**src/rtl/vib_pkg.sv**
```systemverilog
// Shared types for the vibrato scheduler: voice state enum, the per-voice
// stored-state record and a couple of small helpers used by the top level.
package vib_pkg;

    // Width of a voice's vibrato offset (0..2*DEPTH, DEPTH up to 255)
    localparam int VIB_W  = 9;
    // Width of the shared delay/step counter (covers DELAY_LEN up to 65536)
    localparam int CNT_W  = 16;
    // MIDI note number width
    localparam int NOTE_W = 7;

    typedef enum logic [1:0] {
        IDLE  = 2'd0,
        DELAY = 2'd1,
        RUN   = 2'd2
    } vib_state_t;

    // Everything stored per voice except the pending-repeat flag, which is
    // written outside visits and therefore lives in its own register.
    typedef struct packed {
        vib_state_t              st;
        logic [NOTE_W-1:0]       note_reg;
        logic [CNT_W-1:0]        cnt;
        logic                    dir;      // 0 = counting up
        logic [VIB_W-1:0]        val;
    } voice_t;

    // Idle voice parked at the centre of the swing
    function automatic voice_t voice_idle(input logic [VIB_W-1:0] centre,
                                          input logic [NOTE_W-1:0] keep_note);
        voice_t v;
        v.st       = IDLE;
        v.note_reg = keep_note;
        v.cnt      = '0;
        v.dir      = 1'b0;
        v.val      = centre;
        return v;
    endfunction

    function automatic logic is_run(input voice_t v);
        return (v.st == RUN);
    endfunction

endpackage

```
**src/rtl/vib_voice_next.sv**
```systemverilog
// Combinational next-state for one voice visit. A single instance is shared
// by every slot; the top level muxes the visited voice in and writes back.
module vib_voice_next
    import vib_pkg::*;
#(
    parameter int DEPTH     = 15,
    parameter int DELAY_LEN = 4096,
    parameter int STEP_LEN  = 32
) (
    input  voice_t            cur,
    input  logic              note_on,
    input  logic              rep,
    input  logic [NOTE_W-1:0] note,
    input  logic [1:0]        wheel,
    output voice_t            nxt
);

    localparam logic [VIB_W-1:0] CENTRE     = VIB_W'(DEPTH);
    localparam logic [VIB_W-1:0] TOP        = VIB_W'(2 * DEPTH);
    localparam logic [CNT_W-1:0] DELAY_LAST = CNT_W'(DELAY_LEN - 1);
    localparam logic [CNT_W-1:0] STEP_LAST  = CNT_W'(STEP_LEN - 1);

    logic [VIB_W-1:0] step_val;
    logic             step_dir;
    logic             restart;

    // One triangle step; the extremes bounce straight back without dwelling
    always_comb begin
        step_val = cur.val;
        step_dir = cur.dir;
        if (!cur.dir) begin
            if (cur.val < TOP) begin
                step_val = cur.val + VIB_W'(1);
            end else begin
                step_dir = 1'b1;
                step_val = TOP - VIB_W'(1);
            end
        end else begin
            if (cur.val > '0) begin
                step_val = cur.val - VIB_W'(1);
            end else begin
                step_dir = 1'b0;
                step_val = VIB_W'(1);
            end
        end
    end

    // A new note, a retrigger, or a first visit all start the delay afresh
    assign restart = (cur.st == IDLE) || (note != cur.note_reg) || rep;

    // Visit rules in priority order: gate off, (re)start, delay, run
    always_comb begin
        nxt = cur;
        if (!note_on) begin
            nxt = voice_idle(CENTRE, cur.note_reg);
        end else if (restart) begin
            nxt.st       = DELAY;
            nxt.note_reg = note;
            nxt.cnt      = '0;
            nxt.val      = CENTRE;
            nxt.dir      = 1'b0;
        end else if (cur.st == DELAY) begin
            if ((cur.cnt == DELAY_LAST) || (wheel != 2'd0)) begin
                nxt.st  = RUN;
                nxt.cnt = '0;
            end else begin
                nxt.cnt = cur.cnt + CNT_W'(1);
            end
        end else begin
            if (cur.cnt == STEP_LAST) begin
                nxt.cnt = '0;
                nxt.val = step_val;
                nxt.dir = step_dir;
            end else begin
                nxt.cnt = cur.cnt + CNT_W'(1);
            end
        end
    end

endmodule

```
**src/rtl/vibrato_sched.sv**
```systemverilog
// Time-multiplexed vibrato scheduler. A round-robin slot pointer visits one
// voice per enabled clock; the shared next-state block updates that voice.
module vibrato_sched
    import vib_pkg::*;
#(
    parameter int VOICES    = 4,
    parameter int DEPTH     = 15,
    parameter int DELAY_LEN = 4096,
    parameter int STEP_LEN  = 32
) (
    input  logic                    clk,
    input  logic                    reset_n,
    input  logic                    en,
    input  logic [VOICES-1:0]       note_on,
    input  logic [VOICES-1:0]       note_repeat,
    input  logic [7*VOICES-1:0]     note,
    input  logic [2*VOICES-1:0]     wheel,
    output logic [VIB_W*VOICES-1:0] vib_out,
    output logic [VOICES-1:0]       vib_active,
    output logic [3:0]              slot
);

    localparam logic [VIB_W-1:0] CENTRE    = VIB_W'(DEPTH);
    localparam logic [3:0]       SLOT_LAST = 4'(VOICES - 1);

    logic [1:0]        rst_sync_reg;
    logic              rst_int_n;

    logic [3:0]        slot_reg;
    logic [3:0]        slot_next;
    logic [VOICES-1:0] visit_hit;

    voice_t            voice_reg [VOICES];
    logic [VOICES-1:0] rep_pend_reg;
    logic [VIB_W-1:0]  vib_out_reg [VOICES];
    logic [VOICES-1:0] vib_active_reg;

    voice_t            sel_cur;
    voice_t            sel_next;
    logic              sel_on;
    logic              sel_rep;
    logic [NOTE_W-1:0] sel_note;
    logic [1:0]        sel_wheel;

    // Reset asserts immediately but is released on a clock edge
    always_ff @(posedge clk or negedge reset_n) begin
        if (!reset_n) begin
            rst_sync_reg <= 2'b00;
        end else begin
            rst_sync_reg <= {rst_sync_reg[0], 1'b1};
        end
    end

    assign rst_int_n = rst_sync_reg[1];

    assign slot_next = (slot_reg == SLOT_LAST) ? 4'd0 : (slot_reg + 4'd1);

    // Round-robin slot pointer, frozen while the scheduler is disabled
    always_ff @(posedge clk or negedge rst_int_n) begin
        if (!rst_int_n) begin
            slot_reg <= 4'd0;
        end else if (en) begin
            slot_reg <= slot_next;
        end
    end

    generate
        for (genvar gi = 0; gi < VOICES; gi++) begin : g_hit
            assign visit_hit[gi] = en && (slot_reg == 4'(gi));
        end
    endgenerate

    // Gather the visited voice's stored state and inputs for the shared datapath
    always_comb begin
        sel_cur   = voice_reg[0];
        sel_on    = note_on[0];
        sel_rep   = rep_pend_reg[0] | note_repeat[0];
        sel_note  = note[NOTE_W-1:0];
        sel_wheel = wheel[1:0];
        for (int v = 1; v < VOICES; v++) begin
            if (slot_reg == 4'(v)) begin
                sel_cur   = voice_reg[v];
                sel_on    = note_on[v];
                sel_rep   = rep_pend_reg[v] | note_repeat[v];
                sel_note  = note[7*v +: 7];
                sel_wheel = wheel[2*v +: 2];
            end
        end
    end

    vib_voice_next #(
        .DEPTH     (DEPTH),
        .DELAY_LEN (DELAY_LEN),
        .STEP_LEN  (STEP_LEN)
    ) u_next (
        .cur     (sel_cur),
        .note_on (sel_on),
        .rep     (sel_rep),
        .note    (sel_note),
        .wheel   (sel_wheel),
        .nxt     (sel_next)
    );

    // Write the visited voice back and refresh its output registers
    always_ff @(posedge clk or negedge rst_int_n) begin
        if (!rst_int_n) begin
            for (int v = 0; v < VOICES; v++) begin
                voice_reg[v]   <= voice_idle(CENTRE, '0);
                vib_out_reg[v] <= CENTRE;
            end
            vib_active_reg <= '0;
        end else begin
            for (int v = 0; v < VOICES; v++) begin
                if (visit_hit[v]) begin
                    voice_reg[v]      <= sel_next;
                    vib_out_reg[v]    <= sel_next.val;
                    vib_active_reg[v] <= is_run(sel_next);
                end
            end
        end
    end

    // Retrigger pulses are remembered until the voice's next visit consumes them
    always_ff @(posedge clk or negedge rst_int_n) begin
        if (!rst_int_n) begin
            rep_pend_reg <= '0;
        end else begin
            for (int v = 0; v < VOICES; v++) begin
                if (visit_hit[v]) begin
                    rep_pend_reg[v] <= 1'b0;
                end else if (note_repeat[v]) begin
                    rep_pend_reg[v] <= 1'b1;
                end
            end
        end
    end

    generate
        for (genvar gi = 0; gi < VOICES; gi++) begin : g_out
            assign vib_out[gi*VIB_W +: VIB_W] = vib_out_reg[gi];
        end
    endgenerate

    assign vib_active = vib_active_reg;
    assign slot       = slot_reg;

endmodule

```
**config.mk**
```make
export PLATFORM = sky130hd
export DESIGN_NAME = vibrato_sched
export DESIGN_NICKNAME = d
export VERILOG_FILES = /design/src/rtl/vib_pkg.sv /design/src/rtl/vib_voice_next.sv /design/src/rtl/vibrato_sched.sv
export SDC_FILE = /design/constraint.sdc
export NUM_CORES = 1
export LEC_CHECK = 0
export ABC_AREA = 1
export BUFFER_PORTS_ARGS = -buffer_cell sky130_fd_sc_hd__buf_2
export CORE_ASPECT_RATIO = 0.7
export CORE_MARGIN = 3
export CORE_UTILIZATION = 55
export DETAILED_ROUTE_END_ITERATION = 8
export GPL_TIMING_DRIVEN = 0
export PLACE_DENSITY = 0.87
export SYNTH_ARGS = -nofsm -noshare
export SYNTH_HDL_FRONTEND = slang
export SYNTH_SLANG_ARGS = --single-unit
```
**constraint.sdc**
```tcl
create_clock -name clk -period 4.41 [get_ports clk]
set_input_delay 0.441 -clock clk [delete_from_list [all_inputs] [get_ports clk]]
set_output_delay 0.441 -clock clk [all_outputs]
set_load 0.02 [all_outputs]
```
Word level (Yosys, flattened, before mapping)
Index checks and enable logic that the tools add are counted.
{ "totals": {"reg_bits": 154, "input_bits": 47, "out_inout_bits": 44, "word_cells": 103} }
{ "classes": {"addsub": 4, "order_cmp": 2, "eq_ne": 8, "muxes": 41, "n_bitwise": 4, "n_reduce_logical": 14} }
{ "op_table": {"columns": ["operator", "n"], "rows": [
  ["$mux W35", 4],
  ["$mux W16", 3],
  ["$mux W7", 4],
  ["$mux W9", 3],
  ["$mux W26", 1],
  ["$mux W10", 2],
  ["$mux W1", 17],
  ["$add A16 B1 Y16 const B", 1],
  ["$eq A16 B12 Y1 const B", 1],
  ["$eq A16 B5 Y1 const B", 1],
  ["$mux W2", 6],
  ["$reduce_bool A2 Y1", 5],
  ["$add A9 B1 Y9 const B", 1],
  ["$gt A9 B1 Y1 const B", 1],
  ["$lt A9 B5 Y1 const B", 1],
  ["$sub A9 B1 Y9 const B", 1],
  ["$eq A4 B2 Y1 const B", 2],
  ["$ne A7 B7 Y1", 1],
  ["$add A4 B1 Y4 const B", 1],
  ["$eq A4 B1 Y1 const B", 1],
  ["$logic_and A1 B1 Y1", 4],
  ["$logic_not A4 Y1", 1],
  ["$mux W4", 1],
  ["$or A1 B1 Y1", 4],
  ["other kinds (4)", 6]
]} }

Logic depth before layout (Yosys ltp)
{ "logic_depth": {"word_depth": 12, "ltp_mapped": 22, "depth_no_buf": 20} }

Modules after synthesis
A second synthesis with hierarchy kept.
{ "unflattened": {"hier_cells": 1262, "hier_area_um2": 8932.3} }
{ "modules_own_cells": {"columns": ["mod", "n_inst", "cells_per_inst", "area_per_inst_um2", "seq_area_each_um2"], "rows": [
  ["vibrato_sched", 1, 987, 7633.6, 3873.7],
  ["vib_voice_next", 1, 275, 1298.7, 0.0]
]} }

Least setup slack after synthesis
No wires, ideal clock.
{ "synth_timing": {"path_kind": "reg-to-reg", "startpoint": "register slot_reg[0] (netlist: slot[0])", "endpoint": "register voice_reg[83] (netlist name)", "setup_ns": 0.118, "arrival_time_ns": 2.964, "slack_ns": 1.328, "path_stages_with_launch": 19, "n_path_buf": 3, "synth_period_minus_slack_ns": 3.082, "cell_sequence": "dfrtp_1 -> inv_1 -> ha_1 -> nand2_2 -> buf_2 -> buf_2 -> nand3_1 -> a21oi_2 -> ha_1 -> nand3_1 -> nor2_2 -> nand2_1 -> nand2_2 -> nand2_2 -> nand2_2 -> nor2_8 -> buf_4 -> nand3_1 -> nand2_1"} }
{ "synth_between": {"elab_chain_len": 10, "elab_cells_between_ends": 34} }
{ "synth_rtl": {"columns": ["item", "line", "text"], "rows": [
  ["start: declaration", "vibrato_sched.sv:29", "logic [3:0] slot_reg;"],
  ["start signal: assignment", "vibrato_sched.sv:63", "slot_reg <= slot_next;"],
  ["branches (longest 10 deep; another with $add A16 B1 Y16)", null, null],
  ["end signal: indexed assignment", "vibrato_sched.sv:108", "voice_reg[v] <= voice_idle(CENTRE, '0);"],
  ["end signal: indexed assignment", "vibrato_sched.sv:115", "voice_reg[v] <= sel_next;"],
  ["end: declaration", "vibrato_sched.sv:33", "voice_t voice_reg [VOICES];"]
]} }
Parallel ways; which one is timed is not known.
A chain may end at the register's enable or synchronous reset.

Worst setup path after layout
{ "layout_timing": {"startpoint": "register slot_reg[0] (netlist: slot[0])", "endpoint": "register voice_reg[114] (netlist name)"} }
{ "layout_between": {"elab_chain_len": 11, "elab_cells_between_ends": 32} }
{ "layout_rtl": {"columns": ["item", "line", "text"], "rows": [
  ["$eq A4 B1 Y1", "vibrato_sched.sv:81", "if (slot_reg == 4'(v)) begin"],
  ["$mux W35 (3 in a row)", "vibrato_sched.sv:81", null],
  ["$lt A9 B5 Y1 / $gt A9 B1 Y1 (equally long branches)", "vib_voice_next.sv:32, vib_voice_next.sv:39", null],
  ["$mux W1 (on tied branches)", "vib_voice_next.sv:32, vib_voice_next.sv:39", null],
  ["$mux W1", "vib_voice_next.sv:31", "if (!cur.dir) begin"],
  ["$mux W10", "vib_voice_next.sv:70", "if (cur.cnt == STEP_LAST) begin"],
  ["$mux W10", "vib_voice_next.sv:62", "end else if (cur.st == DELAY) begin"],
  ["$mux W26", "vib_voice_next.sv:56", "end else if (restart) begin"],
  ["$mux W35", "vib_voice_next.sv:54", "if (!note_on) begin"]
]} }
Parallel ways exist; a longest one is shown, timed or not.

==> out/metrics.cfg <==
[flow_run]
cap_violations=0

[timing]
max_freq_ghz=0.243
worstMarginPinSlew_ns=0.927
slew_headroom_pct=38.2
post-route-period-util_pct=93.5
min_period_ns=4.12
final.setup_skew_ns=0.0118
rsz0062_at_grt=false
setup_slack_ns=0.286
setup_tns_ns=0
setup_viol=0
hold_viol=0
report.final.slew_viol_count=0

[placement]
portBuffers=89
hpwlAfterDp_um=23600
dpl_cell_area_mm2=0.0108
gp_congestion=0.964
pre_cts_slack_ns=0.353

[cells_and_area]
drive_gt1_share_pct=15.1
fill_cells=1577
largest_register_ff_count=104
final_util_pct=65.2
fin_nets=1666
fin_area_mm2=0.0114
area_growth_pct=14.1
diodes=0

[critical_path]
path_max_fanout=10
crit_slowest_cell=dfrtp_1
critical_path.max_stage_delay_ns=0.43
cp.arrival_ns=4.50
crit_chain=ha_1 > nand2_2 > buf_2 > buf_4 > buf_2 > o21ai_0 > inv_1 > nand2_1 > nand2_1 > ha_1 > nand2_1 > nor2_1 > nand2_1 > nor2_2 > buf_2 > nand3_1 > o21ai_1 > nand3_1 > nand2_1
critPathKind=register to register
cp-start-kind=register
path_common_cell=nand2_1
startpoint=slot[0]
reg2reg_from=slot[0]
cp.required_ns=4.78
r2r_cells=19
endpoint_kind=register

[synth]
synthXorXnorAreaFrac_pct=1.23
synth_top_family_by_area=simple AND/OR/NAND/NOR gates
synth_simple_gate_area_share_pct=38.8
synth_compound_area_share_pct=6.38
synth_edf_count=0
ys_ff_latch=154
synth_area_mm2=0.00998
yosysSeqAreaShare_pct=38.8
synthFlopType=dfrtp_1
yosysUniqueCellTypes=36
synth_nets=1556
synthArstFlopShare_pct=100
synth_area_per_cell_um2=6.65
synth_fa_ha_area_share_pct=0.877
yosysWarnings=0
syn-instance-count=1502
synthMuxAreaShare_pct=0

[pwr]
total_power_mw=6.00
ir_drop_v=0.000250
leakage_nw=6.37
p_per_area_mw_per_mm2=526

[floorplan]
coreArea_mm2=0.0175
row_count=40
die_area_mm2=0.0198
dieWidth_um=167
ios=91
fp.dieH_um=119
start_util_pct=57.1

[clock_network]
clk_pin_slew_ns=0.07
tritoncts=built
cts_made_buffers=17
cts_setup_buffers=0
ctsLongestPathBuffers=2
insertion_delay_ns=0.44
clockRootBuffer=clkbuf_16
htree_num_levels=4
cts.sinks=154

[grt]
grt_max_degree=64
grtUsageTotal_pct=33.4
grt_antenna_before_repair=0
grt.overflow.total=0
grt_pass1_vias=9750
grt_pass1_wl_um=52100

[outcome]
status=completed

[detailed_routing]
avgViaCountPerCell=5.72
drc=0
wl_um=33600
postRouteAntennaNets=0
wl_per_cell_um=18.1
first_pass_iters=6
drtIter0Drc=1672
detailroute.via_count=10617

[min_path]
hp-class=input pin to register
holdPathStages=3
hp-start=note_repeat[2]

==> stage by stage <==
stage / hold WS (ns) / std cells
after CTS: 0.253 / 1857
after global routing: 0.281 / 1856
after global placement: 0.226 / 1822
after detailed placement: 0.228 / 1824
final: 0.275 / 1856
after floorplan: 0.145 / 1502
==> synth_stat cells (4+ instances only) <==
master    instances  share of area [%]
ha_1              7               0.88
nand2_1         547                 21
a21oi_1          44                2.2
nand3_1         183                9.2
dfrtp_1         138                 35
clkbuf_1         31                1.2
nor2_2            4               0.25
buf_2            19               0.95
nand4_1          36                2.3
a21oi_2           5               0.44
buf_6             8               0.90
buf_1             5               0.19
nand2_2           6               0.38
or2_2             8               0.50
nand3b_1         16                1.2
xor2_1           11               0.97
inv_2             7               0.26
buf_4            44                3.3
o21ai_0          50                2.5
inv_1           185                7.0
nor2_1           94                3.5
o21ai_1          13               0.65
dfstp_2          16                4.2
==> worst max-delay path: cells and delay by family, from the launching register on <==
kind                       cells  cell delay [ns]
adders and majority gates      2             0.53
DFF                            1             0.43
buffers and inverters          5             1.22
AOI/OAI and AO/OA              2             0.49
and+or+nand+nor               10             1.38
==> final timing paths <==
kind,endpoint,slack (ns)
max,voice_reg[114],0.29
min in group asynchronous,voice_reg[15],0.28
min,rep_pend_reg[2],0.27
max in group asynchronous,vib_out[12],3.06
max reg2reg,voice_reg[114],0.29
min reg2reg,voice_reg[15],0.28
==> cells by family (layout without fill, tap and decap cells) <==
family / count (synthesis) / in the layout
other cells: 1 / 1
simple gates: 905 / 905
buf+inv: 302 / 425
fa+ha+maj: 7 / 7
xor+xnor: 14 / 14
flops: 154 / 154
compound gates: 119 / 119
==> per-layer routing <==
| layer | vias to the layer above | part of all wire [%] | GRT usage (%) |
|---|---|---|---|
| li1 | 4878 | - | - |
| met1 | 4819 | 40 | 47.0 |
| met2 | 816 | 41 | 47.3 |
| met3 | 104 | 15 | 11.4 |
| met4 | 0 | 3.4 | 13.3 |
| met5 | - | 0 | 0 |
==> report_power, final <==
part | leakage (nW) | internal [mW] | switching (mW) | total (mW)
Sequential | 1.99 | 1.66 | 0.144 | 1.81
Combinational | 4.06 | 0.790 | 1.89 | 2.68
Clock | 0.307 | 0.877 | 0.633 | 1.51
==> cell type report <==
cell class / instances / area [um2] / area share, %
inverter: 195 / 732 / 6.43
sequential: 154 / 3880 / 34.0
clock buffer: 23 / 543 / 4.77
multi-input combinational: 1046 / 4730 / 41.5
tap: 231 / 289 / 2.54
clock inverter: 9 / 65.1 / 0.571
timing repair buffer: 92 / 510 / 4.48
buffer: 106 / 647 / 5.68
==> timing repair <==
| action | 4_1_cts | 5_1_grt |
|---|---|---|
| hold buffers | 1 | 0 |
| setup endpoints to repair | 0 | 5 |
| resized for setup | 0 | 1 |
| hold endpoints to repair | 2 | 0 |
==> layout by cell type (no fill, tap or decap), types with 4 or more instances in the layout <==
master and instances:
inv_2 7, inv_4 4, nor2_2 5, nor2_1 93
xor2_1 11, nand2_1 547, buf_6 8, a21oi_2 5
a21oi_1 44, o21ai_0 50, nand4_1 36, nand2_2 6
nand3_1 183, buf_4 44, clkbuf_16 21, inv_1 185
dfrtp_1 137, o21ai_1 13, ha_1 7, buf_2 108
clkbuf_1 32, or2_2 8, dfstp_2 16, buf_1 4
nand3b_1 16
(Power assumes the default switching activity.)
